==> src/rtl/mem_arbiter_if.sv <==
// Bundle between the fetch/LSU requesters, the arbiter and the data memory.
// The slave modport is the arbiter's view; master is the requester/memory side.
`timescale 1ns/1ps
interface mem_arbiter_if #(
  parameter int ADDR_W = 32
);
  logic              i_req;
  logic [ADDR_W-1:0] i_addr;
  logic              i_ready;
  logic              i_rvalid;
  logic [31:0]       i_rdata;
  logic              i_err;

  logic              d_req;
  logic              d_we;
  logic [ADDR_W-1:0] d_addr;
  logic [31:0]       d_wdata;
  logic              d_ready;
  logic              d_rvalid;
  logic [31:0]       d_rdata;
  logic              d_err;

  logic [31:0]       mem_address;
  logic [31:0]       mem_write_data;
  logic              mem_MemWrite;
  logic              mem_MemRead;
  logic [31:0]       mem_Read_data;

  modport slave (
    input  i_req, i_addr, d_req, d_we, d_addr, d_wdata, mem_Read_data,
    output i_ready, i_rvalid, i_rdata, i_err,
    output d_ready, d_rvalid, d_rdata, d_err,
    output mem_address, mem_write_data, mem_MemWrite, mem_MemRead
  );

  modport master (
    output i_req, i_addr, d_req, d_we, d_addr, d_wdata, mem_Read_data,
    input  i_ready, i_rvalid, i_rdata, i_err,
    input  d_ready, d_rvalid, d_rdata, d_err,
    input  mem_address, mem_write_data, mem_MemWrite, mem_MemRead
  );
endinterface

==> src/rtl/mem_arbiter.sv <==
// Round-robin arbiter sharing one data memory between instruction fetch (I)
// and load/store (D); one word transaction at a time: grant, access, respond.
`timescale 1ns/1ps
module mem_arbiter #(
  parameter int MEM_BYTES = 1024,
  parameter int ADDR_W    = 32
) (
  input logic          clk,
  input logic          rst,
  mem_arbiter_if.slave bus
);
  typedef enum logic [1:0] {IDLE, ACCESS, RESP} state_e;
  typedef enum logic {OWN_I, OWN_D} owner_e;

  localparam logic [ADDR_W-1:0] LAST_WORD = ADDR_W'(MEM_BYTES - 4);

  state_e            state_q, state_d;
  owner_e            owner_q, rr_last_q;
  logic [ADDR_W-1:0] addr_q;
  logic              we_q;
  logic              err_q;
  logic [31:0]       wdata_q;
  logic [31:0]       rdata_q;

  logic              grant_i, grant_d;
  logic [ADDR_W-1:0] sel_addr;
  logic              sel_err;
  logic              access_ok, mem_wr, mem_rd, resp_v;

  always_comb begin
    state_d = state_q;
    grant_i = 1'b0;
    grant_d = 1'b0;
    unique case (state_q)
      IDLE: begin
        if (!rst) begin
          if (bus.i_req && (!bus.d_req || rr_last_q == OWN_D)) grant_i = 1'b1;
          else if (bus.d_req)                                   grant_d = 1'b1;
          if (grant_i || grant_d) state_d = ACCESS;
        end
      end
      ACCESS:  state_d = RESP;
      RESP:    state_d = IDLE;
      default: state_d = IDLE;
    endcase
  end

  assign sel_addr = grant_d ? bus.d_addr : bus.i_addr;
  assign sel_err  = (sel_addr[1:0] != 2'b00) || (sel_addr > LAST_WORD);

  always_ff @(posedge clk) begin
    if (rst) begin
      state_q   <= IDLE;
      owner_q   <= OWN_I;
      rr_last_q <= OWN_D;
      addr_q    <= '0;
      we_q      <= 1'b0;
      err_q     <= 1'b0;
      wdata_q   <= '0;
      rdata_q   <= '0;
    end else begin
      state_q <= state_d;
      if (grant_i || grant_d) begin
        owner_q   <= grant_d ? OWN_D : OWN_I;
        rr_last_q <= grant_d ? OWN_D : OWN_I;
        addr_q    <= sel_addr;
        we_q      <= grant_d && bus.d_we;
        wdata_q   <= grant_d ? bus.d_wdata : '0;
        err_q     <= sel_err;
      end
      if (state_q == ACCESS) rdata_q <= mem_rd ? bus.mem_Read_data : '0;
    end
  end

  // Strobes and responses are gated by rst so a transaction in flight when
  // reset arrives never reaches the memory or the requester.
  assign access_ok = !rst && (state_q == ACCESS) && !err_q;
  assign mem_wr    = access_ok && we_q;
  assign mem_rd    = access_ok && !we_q;
  assign resp_v    = !rst && (state_q == RESP);

  assign bus.mem_MemWrite   = mem_wr;
  assign bus.mem_MemRead    = mem_rd;
  assign bus.mem_address    = access_ok ? 32'(addr_q) : '0;
  assign bus.mem_write_data = mem_wr ? wdata_q : '0;

  assign bus.i_ready  = grant_i;
  assign bus.d_ready  = grant_d;
  assign bus.i_rvalid = resp_v && (owner_q == OWN_I);
  assign bus.d_rvalid = resp_v && (owner_q == OWN_D);
  assign bus.i_rdata  = bus.i_rvalid ? rdata_q : '0;
  assign bus.d_rdata  = bus.d_rvalid ? rdata_q : '0;
  assign bus.i_err    = bus.i_rvalid && err_q;
  assign bus.d_err    = bus.d_rvalid && err_q;
endmodule

==> src/flat_wrapper.sv <==
// flat-port wrapper written by rule: the top's interface ports become plain ports
module mem_arbiter_flat 
#(
  parameter int MEM_BYTES = 1024,
  parameter int ADDR_W    = 32
)
  (clk, rst, bus_i_req, bus_i_addr, bus_d_req, bus_d_we, bus_d_addr, bus_d_wdata, bus_mem_Read_data, bus_i_ready, bus_i_rvalid, bus_i_rdata, bus_i_err, bus_d_ready, bus_d_rvalid, bus_d_rdata, bus_d_err, bus_mem_address, bus_mem_write_data, bus_mem_MemWrite, bus_mem_MemRead);
  mem_arbiter_if #(.ADDR_W(ADDR_W)) bus_i ();
  input logic clk;
  input logic rst;
  input wire logic [$bits(bus_i.i_req)-1:0] bus_i_req;
  input wire logic [$bits(bus_i.i_addr)-1:0] bus_i_addr;
  input wire logic [$bits(bus_i.d_req)-1:0] bus_d_req;
  input wire logic [$bits(bus_i.d_we)-1:0] bus_d_we;
  input wire logic [$bits(bus_i.d_addr)-1:0] bus_d_addr;
  input wire logic [$bits(bus_i.d_wdata)-1:0] bus_d_wdata;
  input wire logic [$bits(bus_i.mem_Read_data)-1:0] bus_mem_Read_data;
  output wire logic [$bits(bus_i.i_ready)-1:0] bus_i_ready;
  output wire logic [$bits(bus_i.i_rvalid)-1:0] bus_i_rvalid;
  output wire logic [$bits(bus_i.i_rdata)-1:0] bus_i_rdata;
  output wire logic [$bits(bus_i.i_err)-1:0] bus_i_err;
  output wire logic [$bits(bus_i.d_ready)-1:0] bus_d_ready;
  output wire logic [$bits(bus_i.d_rvalid)-1:0] bus_d_rvalid;
  output wire logic [$bits(bus_i.d_rdata)-1:0] bus_d_rdata;
  output wire logic [$bits(bus_i.d_err)-1:0] bus_d_err;
  output wire logic [$bits(bus_i.mem_address)-1:0] bus_mem_address;
  output wire logic [$bits(bus_i.mem_write_data)-1:0] bus_mem_write_data;
  output wire logic [$bits(bus_i.mem_MemWrite)-1:0] bus_mem_MemWrite;
  output wire logic [$bits(bus_i.mem_MemRead)-1:0] bus_mem_MemRead;
  assign bus_i.i_req = bus_i_req;
  assign bus_i.i_addr = bus_i_addr;
  assign bus_i.d_req = bus_d_req;
  assign bus_i.d_we = bus_d_we;
  assign bus_i.d_addr = bus_d_addr;
  assign bus_i.d_wdata = bus_d_wdata;
  assign bus_i.mem_Read_data = bus_mem_Read_data;
  assign bus_i_ready = bus_i.i_ready;
  assign bus_i_rvalid = bus_i.i_rvalid;
  assign bus_i_rdata = bus_i.i_rdata;
  assign bus_i_err = bus_i.i_err;
  assign bus_d_ready = bus_i.d_ready;
  assign bus_d_rvalid = bus_i.d_rvalid;
  assign bus_d_rdata = bus_i.d_rdata;
  assign bus_d_err = bus_i.d_err;
  assign bus_mem_address = bus_i.mem_address;
  assign bus_mem_write_data = bus_i.mem_write_data;
  assign bus_mem_MemWrite = bus_i.mem_MemWrite;
  assign bus_mem_MemRead = bus_i.mem_MemRead;
  mem_arbiter #(.MEM_BYTES(MEM_BYTES), .ADDR_W(ADDR_W)) u_core (.clk(clk), .rst(rst), .bus(bus_i));
endmodule
==> config.mk <==
export PLATFORM = sky130hd
export DESIGN_NAME = mem_arbiter_flat
export DESIGN_NICKNAME = d
export VERILOG_FILES = /design/src/rtl/mem_arbiter_if.sv /design/src/rtl/mem_arbiter.sv /design/src/flat_wrapper.sv
export SDC_FILE = /design/constraint.sdc
export NUM_CORES = 1
export LEC_CHECK = 0
export CORE_ASPECT_RATIO = 0.75
export CORE_MARGIN = 2
export CORE_UTILIZATION = 25
export CTS_CLUSTER_SIZE = 20
export DETAILED_ROUTE_END_ITERATION = 10
export GPL_ROUTABILITY_DRIVEN = 0
export PLACE_DENSITY = 0.63
export SLEW_MARGIN = 20
export SYNTH_ARGS = -nofsm -noshare
export SYNTH_HDL_FRONTEND = slang
export SYNTH_SLANG_ARGS = --single-unit
==> constraint.sdc <==
create_clock -name clk -period 4.2 [get_ports clk]
set_input_delay 0.84 -clock clk [delete_from_list [all_inputs] [get_ports clk]]
set_output_delay 0.84 -clock clk [all_outputs]
set_load 0.02 [all_outputs]
==> results of run 1 <==
layout make-up:
cell class	count	area, um2
Fill cell	1916	10700
Timing Repair Buffer	278	2770
Multi-Input combinational cell	393	2540
Sequential cell	102	2040
Tap cell	247	309
Clock buffer	11	253
Clock inverter	5	38.8
Inverter	2	8.76
power by group:
group | internal, mW | switching (mW) | leakage, nW | total (mW)
clock network | 0.440 | 0.376 | 0.143 | 0.816
logic | 0.196 | 0.166 | 2.10 | 0.362
registers | 1.03 | 0.0354 | 0.833 | 1.06
total | 1.66 | 0.578 | 3.07 | 2.24
sequential cells by signal (all words and copies together) (netlist names):
name	cells
u_core.rr_last_q	1
u_core.we_q	1
u_core.rdata_q	32
u_core.state_q	2
u_core.owner_q	1
u_core.err_q	1
u_core.wdata_q	32
u_core.addr_q	32
worst paths after layout:
kind                     start           endpoint
min          u_core.addr_q[28]  u_core.addr_q[28]
max                        rst    bus_d_rdata[29]
min reg2reg  u_core.addr_q[28]  u_core.addr_q[28]
max reg2reg  u_core.state_q[1]  u_core.addr_q[14]
critical path, cell delays in order:
cell             delay, ns
buf_4                 0.14
and4bb_2              0.64
and2_1                0.21
clkdlybuf4s50_1       0.60
synth_stat cells (2+ instances only):
master and number:
o21ai_0 28, nand2b_1 2, nand4_1 2, a22oi_1 65
and2_1 99, nand3b_1 33, dfxtp_1 102, and3_1 33
o21ai_1 5, mux2i_1 32, buf_1 2, nand2_1 3
a21oi_1 2, nor2_1 68, clkbuf_1 38, nor4_1 12
nor3_1 2, nor4b_2 2, buf_2 10
kinds of logic (layout without fill, tap and decap cells):
group           Yosys count  in the layout  synth area share [%]
compound gates          101            101                  14.0
mux                      32             32                  6.70
flops                   102            102                  42.7
buf+inv                  54            296                  4.76
simple gates            260            260                  31.8
metal layers:
metal / wire [um] / global-route usage, % / up-vias
li1: - / - / 2388
met1: 7650 / 20.6 / 2227
met2: 7560 / 25.3 / 146
met3: 1230 / 5.39 / 13
met4: 188 / 3.34 / 0
met5: 0 / 0 / -
metrics by stage:
step           hold slack (ns)  setup WS (ns)
6_report                 0.484          0.912
5_1_grt                  0.500          0.770
4_1_cts                  0.485          0.901
3_5_place_dp             0.466          0.910
3_3_place_gp             0.463          0.906
2_1_floorplan            0.449           1.49
==> reports/results.ini, run 1 <==
[layout]
area_delta_synth_final_pct=66.5
postLayoutCellArea_um2=7960
final_cell_mix=clkdlybuf4s50_1 (267), dfxtp_1 (102), and2_1 (99), nor2_1 (68), a22oi_1 (65)
final_cells=1038
layout_commonest_cell=clkdlybuf4s50_1
drive_gt1_share_pct=4.42
nNetsFinal=919
antenna_cells=0
fin_util_pct=42.8

[sta]
fmax_ghz=0.304
setup_viol=0
setup_tns_ns=0
period_minus_slack_ns=3.29
grt_setup_unrepaired=no
tightest_slew_ns=0.977
hold_viol_final=0
skew_ns=0.0100
slew_headroom_pct=34.8
fin_crit_sh_pct=78.3
slew_violations=0

[routing]
routed_wl_mm=16.6
drc=0
drt_first_pass_iters=5
via_per_inst=4.60
drtIter0Drc=274
antenna_left=0
wl_per_cell_um=16.0
vias=4774

[power]
ir_drop_mv=0.167
p_leak_nw=3.07
total_power_mw=2.24
power_density_nw_per_um2=281

[status]
status=finished clean

[critical_path]
r2r_cells=6
rrSetupSlack_ns=2.26
path_class=input pin to primary output
worst_setup_path_start_kind=input pin
critPathCaptureType=primary output
crit_fanout=34
arrival_ns=2.45
required_ns=3.36

[logic_synthesis]
netlist.area_leader.share_pct=42.7
syn_area_um2=4780
synth.area.top_cells=dfxtp_1 (43%), and2_1 (13%), a22oi_1 (10%), mux2i_1 (6.7%), nor2_1 (5.3%)
synth_edf_count=0
yosys_most_used_dff=dfxtp_1
ys_seq_elements=102
synth_cells=549
yosysTopAreaCell=dfxtp_1
syn_area_per_cell_um2=8.71
ys_seq_area_share_pct=42.7
syn_nets=682
async_reset_ff_share_pct=0
ys_types=28
yosys_warnings=0

[global_route]
grt_use_total_pct=15.8
gr-total-overflow=0
grt_max_degree=102
grt_pass1_vias=4603
grt_pass1_wl_mm=25.1
antenna_found_initial=0

[clock_network]
cts_hold_buf=0
clockBufferDepth=2
cts.htree.levels=3
clk_pin_slew_ns=0.06
cts_setup_buffers=0
cts_resized=0
cts_buffers=9
clock-sinks=102
cts_tree=yes
root_buffer=clkbuf_16
clock_latency_ns=0.34

[die]
die_w_um=164
die_area_um2=20300
dieHeight_um=124
start_util_pct=25.7
core-area_um2=18600
ios=269
rows=43

[flow_run]
cap_violations=0

[placed_design]
post-dp-hpwl_mm=12.1
portBuffers=268
dp.cells=1022
place_area_um2=7670

[worst_hold_path]
hold_depth=2
worst_hold_path_type=flop to flop

(Power assumes the default switching activity.)
==> run 2, diff against run 1 <==
Settings changed: PLACE_DENSITY 0.63 to 0.65.
Clock period 4.2 ns to 3 ns, I/O delays scaled along.
==> run 2 against run 1 <==
  * Wire length is 1.6% higher
  * First-iteration DRC count shrank 8.0%
  * Critical path depth did not move
  * Worst hold slack lost 0.0032 ns
  * Combinational power grew 40%
  * Flip-flop and latch count unchanged
  * Register-to-register slack lost 1.3 ns
  * Sequential power increased by 41%
  * Clock skew is 0.0022 ns lower
  * Total power increased by 39%
  * Cell count is 0.39% higher
  * Die area unchanged
  * Critical endpoint is now bus_mem_write_data[30]
  * Largest cell class unchanged
  * Largest power group unchanged
  * Highest routed layer unchanged
==> reports/results.ini, run 2 (synthesized netlist as in run 1, its figures left out) <==
[clock_network]
root_buffer=clkbuf_16
cts_setup_buffers=0
cts_resized=0
clockBufferDepth=2
cts.htree.levels=3
clk_pin_slew_ns=0.07
cts_tree=yes
clock_latency_ns=0.36
cts_buffers=9
cts_hold_buf=0
clock-sinks=102

[critical_path]
path_delay_family=buffers and inverters
path_class=flop to primary output
critPathCaptureType=primary output
path_buf_inv=2
crit_fanout=58
required_ns=2.40
critical_path.cell_chain=nor4b_4, buf_12, and3_1, clkdlybuf4s50_1
crit_path_max_incr_delay_ns=0.60
slowest_stage=clkdlybuf4s50_1
arrival_ns=2.21
worst_setup_path_start_kind=flop

[sta]
tightest_slew_ns=0.637
fin_crit_sh_pct=93.7
fin_ws_ns=0.189
skew_ns=0.00784
setup_tns_ns=0
fin_hold_ws_ns=0.481
setup_viol=0
fmax_ghz=0.356
slew_headroom_pct=57.5
period_minus_slack_ns=2.81
grt_setup_unrepaired=no
hold_viol_final=0
slew_violations=0

[die]
ios=269
die_w_um=164
dieHeight_um=124
start_util_pct=25.7
die_area_um2=20300
core-area_um2=18600
rows=43

[routing]
vias=4837
via_per_inst=4.64
wl_per_cell_um=16.2
drt_first_pass_iters=5
antenna_left=0
drc=0
routed_wl_mm=16.9
drtIter0Drc=252

[global_route]
grt_pass1_vias=4692
grt_use_total_pct=16.3
grt_pass1_wl_mm=25.8
grt_max_degree=62
gr-total-overflow=0
antenna_found_initial=0

[layout]
fin_util_pct=43.0
layout_commonest_cell=clkdlybuf4s50_1
area_delta_synth_final_pct=67.3
antenna_cells=0
final.fill_count=1849
nNetsFinal=923
drive_gt1_share_pct=4.65
reg_top3=u_core.addr_q (32), u_core.rdata_q (32), u_core.wdata_q (32)
final_cell_mix=clkdlybuf4s50_1 (267), dfxtp_1 (102), and2_1 (99), nor2_1 (68), a22oi_1 (65)

[status]
status=finished clean

[power]
power_frac_seq_pct=47.8
total_power_mw=3.12
clkPwrFrac_pct=36.0
swShare_pct=26.6
p_comb_share_pct=16.3
p_sw_uw=828
p_leak_nw=3.08
power_density_nw_per_um2=390
ir_drop_mv=0.270
intPower_mw=2.29

[worst_hold_path]
worst_hold_path_type=flop to flop

[flow_run]
cap_violations=0

[placed_design]
place_ws_ns=0.265
post-dp-hpwl_mm=12.2
portBuffers=268

run 2: power groups by stage:
stage | sequential (mW) | combinational (mW) | clock, mW
floorplan | 1.50 | 0.236 | 0
global placement | 1.52 | 0.504 | 0
detailed placement | 1.52 | 0.510 | 0
CTS | 1.49 | 0.512 | 1.17
global route | 1.50 | 0.557 | 1.22
finish | 1.49 | 0.507 | 1.12
run 2: layer usage:
metal  wire [um]  GRT usage [%]
met5           0              0
met2        7470           24.7
met3        1220           6.49
met4         276           3.67
met1        7930           21.8
run 2: path summary, 6_finish.rpt:
kind | to | start | cells after the start | slack, ns
setup / recovery | bus_mem_write_data[30] | u_core.state_q[0] | 4 | 0.19
hold / removal | u_core.addr_q[9] | u_core.addr_q[9] | 2 | 0.48
setup reg to reg | u_core.addr_q[9] | u_core.state_q[1] | 6 | 0.97
hold reg to reg | u_core.addr_q[9] | u_core.addr_q[9] | 2 | 0.48
run 2: stage by stage:
step	cells	area, um2
after floorplan	549	4780
after global placement	1026	7720
after detailed placement	1026	7720
after CTS	1042	8000
after global routing	1042	8000
final	1042	8000
run 2: worst register-to-register path, cell delays in order, from the launching register on:
cell and delay (ns):
dfxtp_1 0.37, nor3_2 0.38, nand3_2 0.15, clkinv_2 0.08
buf_4 0.50, mux2i_1 0.34, o21ai_1 0.08
run 2: cell type report:
| cell class | instances | area (um2) | share of cell area [%] |
|---|---|---|---|
| clock buffers | 11 | 233 | 2.91 |
| clock inverters | 5 | 41.3 | 0.516 |
| inverters | 2 | 8.76 | 0.110 |
| multi-input cells | 393 | 2540 | 31.8 |
| flip-flops and latches | 102 | 2040 | 25.5 |
| well taps | 247 | 309 | 3.86 |
| repair buffers | 282 | 2820 | 35.3 |
